[config.mk]
export PLATFORM = sky130hd
export DESIGN_NAME = slow_tick_pacer_flat
export DESIGN_NICKNAME = d
export VERILOG_FILES = /design/src/rtl/slow_tick_pacer_pkg.sv /design/src/rtl/slow_tick_pacer_if.sv /design/src/rtl/sync_edge_det.sv /design/src/rtl/slow_tick_pacer.sv /design/src/flat_wrapper.sv
export SDC_FILE = /design/constraint.sdc
export NUM_CORES = 1
export LEC_CHECK = 0
export ABC_AREA = 0
export CAP_MARGIN = 20
export CORE_MARGIN = 1.5
export CORE_UTILIZATION = 53
export CTS_BUF_LIST = sky130_fd_sc_hd__clkbuf_16
export CTS_CLUSTER_SIZE = 20
export DETAILED_ROUTE_END_ITERATION = 10
export GPL_ROUTABILITY_DRIVEN = 1
export PLACE_DENSITY = 0.87
export SETUP_SLACK_MARGIN = 0.4
export SLEW_MARGIN = 5
export SYNTH_ARGS = -nofsm -noshare
export SYNTH_HDL_FRONTEND = slang
export SYNTH_HIERARCHICAL = 1
export SYNTH_SLANG_ARGS = --single-unit
export TNS_END_PERCENT = 10
[constraint.sdc]
create_clock -name i_clk -period 6.3 [get_ports i_clk]
set_input_delay 1.26 -clock i_clk [delete_from_list [all_inputs] [get_ports i_clk]]
set_output_delay 1.26 -clock i_clk [all_outputs]
set_load 0.02 [all_outputs]
[src/rtl/slow_tick_pacer_pkg.sv]
// Shared types and width helpers for the slow tick pacer and its bench.
package slow_tick_pkg;

    typedef enum logic {S_IDLE, S_RUN} pacer_state_t;

    // $clog2 that never returns less than one bit.
    function automatic int clog2_min1(input int value);
        int w;
        w = $clog2(value);
        return (w < 1) ? 1 : w;
    endfunction

    // Width that holds every interval value the sequence can reach.
    function automatic int interval_width(input int n_stages, input int init_interval,
                                          input int interval_inc);
        return clog2_min1(init_interval + (n_stages - 1) * interval_inc + 1);
    endfunction

endpackage

[src/rtl/slow_tick_pacer_if.sv]
// Signal bundle between the pacer and whoever drives the slow clock / start.
// Handshake: none. i_start is a level sampled every i_clk cycle; o_tick,
// o_step and o_done are single-cycle pulses; o_busy is a level.
interface slow_tick_pacer_if;
    import slow_tick_pkg::*;

    logic         i_slow_clk;
    logic         i_start;
    logic         o_tick;
    logic         o_step;
    logic         o_busy;
    logic         o_done;
    pacer_state_t o_state;   // debug view of the FSM state

    modport master (
        output i_slow_clk, i_start,
        input  o_tick, o_step, o_busy, o_done, o_state
    );

    modport slave (
        input  i_slow_clk, i_start,
        output o_tick, o_step, o_busy, o_done, o_state
    );
endinterface

[src/rtl/sync_edge_det.sv]
// Three-flop synchronizer for an asynchronous level plus rising-edge detect.
module sync_edge_det (
    input  logic i_clk,
    input  logic i_rst,
    input  logic i_async,
    output logic o_rise
);
    logic r_s1;
    logic r_s2;
    logic r_s3;

    // Shift the asynchronous level through the synchronizer chain.
    always_ff @(posedge i_clk) begin
        if (i_rst) begin
            r_s1 <= 1'b0;
            r_s2 <= 1'b0;
            r_s3 <= 1'b0;
        end else begin
            r_s1 <= i_async;
            r_s2 <= r_s1;
            r_s3 <= r_s2;
        end
    end

    // A level already high at reset release still produces one rise.
    assign o_rise = r_s2 & ~r_s3;
endmodule

[src/rtl/slow_tick_pacer.sv]
// Turns a divided slow clock into ticks and paces a decelerating run of
// single-cycle step pulses as a clock enable for the display logic.
module slow_tick_pacer
    import slow_tick_pkg::*;
#(
    parameter int N_STAGES        = 8,
    parameter int STEPS_PER_STAGE = 4,
    parameter int INIT_INTERVAL   = 1,
    parameter int INTERVAL_INC    = 1
) (
    input  logic              i_clk,
    input  logic              i_rst,
    slow_tick_pacer_if.slave  io_pacer
);
    localparam int IW = interval_width(N_STAGES, INIT_INTERVAL, INTERVAL_INC);
    localparam int SW = clog2_min1(STEPS_PER_STAGE);
    localparam int NW = clog2_min1(N_STAGES);

    localparam logic [IW-1:0] IV_INIT   = IW'(INIT_INTERVAL);
    localparam logic [IW-1:0] IV_INC    = IW'(INTERVAL_INC);
    localparam logic [IW-1:0] IV_ONE    = IW'(1);
    localparam logic [SW-1:0] STEP_LAST = SW'(STEPS_PER_STAGE - 1);
    localparam logic [SW-1:0] STEP_ONE  = SW'(1);
    localparam logic [NW-1:0] STG_LAST  = NW'(N_STAGES - 1);
    localparam logic [NW-1:0] STG_ONE   = NW'(1);

    pacer_state_t  r_state, w_state_nxt;
    logic [IW-1:0] r_tick_cnt, w_tick_cnt_nxt;
    logic [IW-1:0] r_interval, w_interval_nxt;
    logic [SW-1:0] r_step_cnt, w_step_cnt_nxt;
    logic [NW-1:0] r_stage, w_stage_nxt;
    logic          r_step, w_step_nxt;
    logic          r_busy, w_busy_nxt;
    logic          r_done, w_done_nxt;
    logic          w_tick;

    sync_edge_det u_sync (
        .i_clk   (i_clk),
        .i_rst   (i_rst),
        .i_async (io_pacer.i_slow_clk),
        .o_rise  (w_tick)
    );

    // Next-state logic: restart beats any tick in the same cycle.
    always_comb begin
        w_state_nxt    = r_state;
        w_tick_cnt_nxt = r_tick_cnt;
        w_interval_nxt = r_interval;
        w_step_cnt_nxt = r_step_cnt;
        w_stage_nxt    = r_stage;
        w_step_nxt     = 1'b0;
        w_done_nxt     = 1'b0;
        if (io_pacer.i_start) begin
            w_state_nxt    = S_RUN;
            w_tick_cnt_nxt = '0;
            w_interval_nxt = IV_INIT;
            w_step_cnt_nxt = '0;
            w_stage_nxt    = '0;
        end else if (r_state == S_RUN && w_tick) begin
            if (r_tick_cnt == r_interval - IV_ONE) begin
                w_step_nxt     = 1'b1;
                w_tick_cnt_nxt = '0;
                if (r_step_cnt == STEP_LAST) begin
                    w_step_cnt_nxt = '0;
                    if (r_stage == STG_LAST) begin
                        w_done_nxt  = 1'b1;
                        w_state_nxt = S_IDLE;
                    end else begin
                        w_stage_nxt    = r_stage + STG_ONE;
                        w_interval_nxt = r_interval + IV_INC;
                    end
                end else begin
                    w_step_cnt_nxt = r_step_cnt + STEP_ONE;
                end
            end else begin
                w_tick_cnt_nxt = r_tick_cnt + IV_ONE;
            end
        end
        w_busy_nxt = (w_state_nxt == S_RUN);
    end

    // State, counters and registered outputs.
    always_ff @(posedge i_clk) begin
        if (i_rst) begin
            r_state    <= S_IDLE;
            r_tick_cnt <= '0;
            r_interval <= '0;
            r_step_cnt <= '0;
            r_stage    <= '0;
            r_step     <= 1'b0;
            r_busy     <= 1'b0;
            r_done     <= 1'b0;
        end else begin
            r_state    <= w_state_nxt;
            r_tick_cnt <= w_tick_cnt_nxt;
            r_interval <= w_interval_nxt;
            r_step_cnt <= w_step_cnt_nxt;
            r_stage    <= w_stage_nxt;
            r_step     <= w_step_nxt;
            r_busy     <= w_busy_nxt;
            r_done     <= w_done_nxt;
        end
    end

    assign io_pacer.o_tick  = w_tick;
    assign io_pacer.o_step  = r_step;
    assign io_pacer.o_busy  = r_busy;
    assign io_pacer.o_done  = r_done;
    assign io_pacer.o_state = r_state;
endmodule

[src/flat_wrapper.sv]
// flat-port wrapper written by rule: the top's interface ports become plain ports
module slow_tick_pacer_flat import slow_tick_pkg::*;
#(
    parameter int N_STAGES        = 8,
    parameter int STEPS_PER_STAGE = 4,
    parameter int INIT_INTERVAL   = 1,
    parameter int INTERVAL_INC    = 1
)
  (i_clk, i_rst, io_pacer_i_slow_clk, io_pacer_i_start, io_pacer_o_tick, io_pacer_o_step, io_pacer_o_busy, io_pacer_o_done, io_pacer_o_state);
  slow_tick_pacer_if io_pacer_i ();
  input  logic i_clk;
  input  logic i_rst;
  input wire logic [$bits(io_pacer_i.i_slow_clk)-1:0] io_pacer_i_slow_clk;
  input wire logic [$bits(io_pacer_i.i_start)-1:0] io_pacer_i_start;
  output wire logic [$bits(io_pacer_i.o_tick)-1:0] io_pacer_o_tick;
  output wire logic [$bits(io_pacer_i.o_step)-1:0] io_pacer_o_step;
  output wire logic [$bits(io_pacer_i.o_busy)-1:0] io_pacer_o_busy;
  output wire logic [$bits(io_pacer_i.o_done)-1:0] io_pacer_o_done;
  output wire logic [$bits(io_pacer_i.o_state)-1:0] io_pacer_o_state;
  assign io_pacer_i.i_slow_clk = io_pacer_i_slow_clk;
  assign io_pacer_i.i_start = io_pacer_i_start;
  assign io_pacer_o_tick = io_pacer_i.o_tick;
  assign io_pacer_o_step = io_pacer_i.o_step;
  assign io_pacer_o_busy = io_pacer_i.o_busy;
  assign io_pacer_o_done = io_pacer_i.o_done;
  assign io_pacer_o_state = io_pacer_i.o_state;
  slow_tick_pacer #(.N_STAGES(N_STAGES), .STEPS_PER_STAGE(STEPS_PER_STAGE), .INIT_INTERVAL(INIT_INTERVAL), .INTERVAL_INC(INTERVAL_INC)) u_core (.i_clk(i_clk), .i_rst(i_rst), .io_pacer(io_pacer_i));
endmodule
==> summary.txt <==
Critical path
  • Crit path max-delay family: buffers and inverters
  • Worst-path cell chain: nor2b_2, clkdlybuf4s50_1
  • Largest stage delay, worst path: 0.61 ns
  • Setup crit start kind: flop
  • Buf+Inv Stages, Crit Path: 1
  • Crit-path slowest cell: clkdlybuf4s50_1
  • Crit path DAT: 1.35 ns
  • CP max FO: 3
  • Req. time, crit path: 5.04 ns
  • Critical path type: reg2out
  • Setup crit end kind: output port

CTS
  • Post-cts sizing count: 0
  • Hold-fix buffers at CTS: 0
  • Clk sinks: 19
  • Max clock buf depth: 2
  • Worst-path clk slew: roughly 0.05 ns
  • H-tree Lvls: 1
  • Root buf cell: clkbuf_16
  • Cts bufs inserted: 3
  • Latest clock arrival within the worst-skew pair: about 0.25 ns
  • Post-CTS Setup Bufs: 0
  • TritonCTS clock tree: yes

Yosys
  • Post-synth cell types: 31
  • #FFs+latches synth: 19
  • Most frequent cell after synthesis: dfxtp_1
  • Sequential area share after synthesis: about 39%
  • Post-synth EDFFs: 0
  • Post-Synthesis Mean Instance Area: 9.27 sq um
  • Largest cells by area after synthesis: dfxtp_1 39%, ha_1 7.7%, mux2i_1 7.2%
  • Cell area after synthesis: a little under 1000 sq um
  • Cell count after synthesis: around 110
  • Yosys top cell by area: dfxtp_1
  • Syn Nets: 115
  • Ys Warns: 6
  • Ys flop type: dfxtp_1
  • Post-synth top cells: 19 x dfxtp_1, 13 x nand2_1, 10 x nor3_1
  • Post-synth top area share: around two fifths
  • FFs w/ async S/R, synth: 0%

GRT
  • First-pass GRT wire length: 3.09 mm
  • Grt ovf: 0
  • All-Layer GR Usage: 20.3%
  • Largest net degree at the start of global routing: 12
  • Vias in the first global route: 710
  • Initial antenna violation count: 0

Power and ir drop
  • Logic pwr share: 6.1%
  • Clk pwr share: 47.3%
  • Lkg Pwr: 0.404 nW
  • Maximum vdd drop: 0.225 mV
  • Seq pwr share: a little under half
  • Net Switching: around 0.05 mW
  • Sw Ratio: 19.4%
  • PwrDens: around 240 nW/um^2
  • Pint: 0.214 mW

Floorplanning
  • Site Rows: 15
  • Core ar.: 1730 sq um
  • IO Pins: 9
  • Chip Height: 45.9 um
  • Die width: 45.9 um
  • Die area: 2100 sq um
  • Effective utilization at floorplan: 56.4%

Place
  • Post-Place Cell Area: 1040 sq um
  • GPL Wtd Cong: 0.775
  • Detailed Place HPWL: 1.29 mm
  • DP Worst Slack: 3.42 ns
  • Port bufs: 8

Timing
  • FMAX: 383 MHz
  • Setup-violating endpoint count in the final report: 0
  • Slew HR: 44.0%
  • RSZ-0062 raised after global routing: false
  • Worst setup margin: 3.69 ns
  • Worst Max-Slew Pin Slew: 0.834 ns
  • Final Slew Violations: 0
  • Worst Skew: 0.000671 ns
  • Setup TNS Final: 0 ns
  • Period utilization: 41.4%
  • Min cycle time layout: 2.61 ns
  • Final Hold Vio Count: 0

Layout
  • Area grow syn2layout: 15.3%
  • Layout cells sized above 1: 7.21%
  • # nets final: 122
  • Antenna diodes: 0
  • Final Instance Area: 1120 sq um
  • Final design utilization: 65.0%

Drt
  • Final wirelength: approximately 1.7 mm
  • Post-DR vias/cell: 5.38
  • WL per Instance: roughly 13 um
  • 1st-pass router iterations: 4
  • Initial DRC Count: 17
  • Remaining antenna violation count: 0
  • Residual DRC count: 0
  • Vias: 732

Run
  • Max cap viols: 0

Outcome
  • Status: finished clean

Worst hold path
  • HP Class: reg2reg
routing by layer:
layer  routed length (um)  vias up  track usage, %
met2                  884        6            35.3
li1                     -      381               -
met3                   45        0            5.95
met5                    0        -               0
met4                    0        0            3.43
met1                  783      345            24.8
placed cells by master, fill, tap and decap left out, types with 2 or more instances in the layout:
master	instances
clkdlybuf4s50_1	8
dfxtp_1	19
nor3_1	10
nor2b_1	4
nand3_1	3
ha_1	6
nor3_2	2
nand2_1	13
xor2_1	2
inv_1	4
mux2i_1	7
clkbuf_16	3
or3_1	5
nor2_1	5
xnor2_1	5
path summary, 6_finish.rpt:
kind                                     startpoint                           endpoint  slack, ns  depth (start not counted)
hold / removal        u_core/u_sync/r_s1$_SDFF_PP0_      u_core/u_sync/r_s2$_SDFF_PP0_       0.44                          1
setup / recovery      u_core/u_sync/r_s2$_SDFF_PP0_                    io_pacer_o_tick       3.69                          2
hold reg to reg       u_core/u_sync/r_s1$_SDFF_PP0_      u_core/u_sync/r_s2$_SDFF_PP0_       0.44                          1
setup reg to reg  u_core/r_interval[0]$_SDFFE_PP0P_  u_core/r_step_cnt[1]$_SDFFE_PP0P_       3.89                          6
state kept, by name (all words and copies together), names as in the netlist:
signal	count
u_core/r_tick_cnt	4
u_core/r_interval	4
u_core/r_step_cnt	2
u_core/io_pacer.o_step	1
u_core/u_sync/r_s2	1
u_core/r_stage	3
u_core/io_pacer.o_busy	1
u_core/io_pacer.o_done	1
u_core/u_sync/r_s3	1
u_core/u_sync/r_s1	1
worst reg2reg max path, delay by kind of cell, from the launching register on:
kind,cells,cell delay [ns]
DFF,1,0.50
muxes,1,0.23
and+or+nand+nor,2,1.04
adders and majority gates,1,0.34
xor gates and xnor gates,1,0.14
buffers and inverters,1,0.09
metrics by stage:
step           power [mW]  cells  hold WS, ns
3_5_place_dp        0.142    132        0.445
6_report            0.265    136        0.444
3_3_place_gp        0.142    132        0.444
2_1_floorplan       0.137    105        0.414
5_1_grt             0.275    136        0.469
4_1_cts             0.269    136        0.459
cell type report:
class,instances,area (sq um)
tap,25,31.3
sequential,19,380
multi-input combinational,77,541
clock inverter,1,3.75
clock buffer,3,75.1
fill,158,604
timing repair buffer,8,80.1
inverter,3,11.3
cells by family after synthesis:
logic type | share of synthesized area, %
and+or+nand+nor | 27.4
DFF | 39.1
buffers and inverters | 5.40
xor gates and xnor gates | 8.61
muxes | 7.20
AOI/OAI and AO/OA | 4.63
adders and majority gates | 7.71
power groups by stage:
stage                     logic, mW  registers [mW]  clock network, mW
final                        0.0162           0.123              0.126
after global routing         0.0180           0.124              0.133
after CTS                    0.0164           0.123              0.129
after detailed placement     0.0162           0.126                  0
after global placement       0.0157           0.126                  0
after floorplan              0.0114           0.126                  0
(Power assumes the default switching activity.)
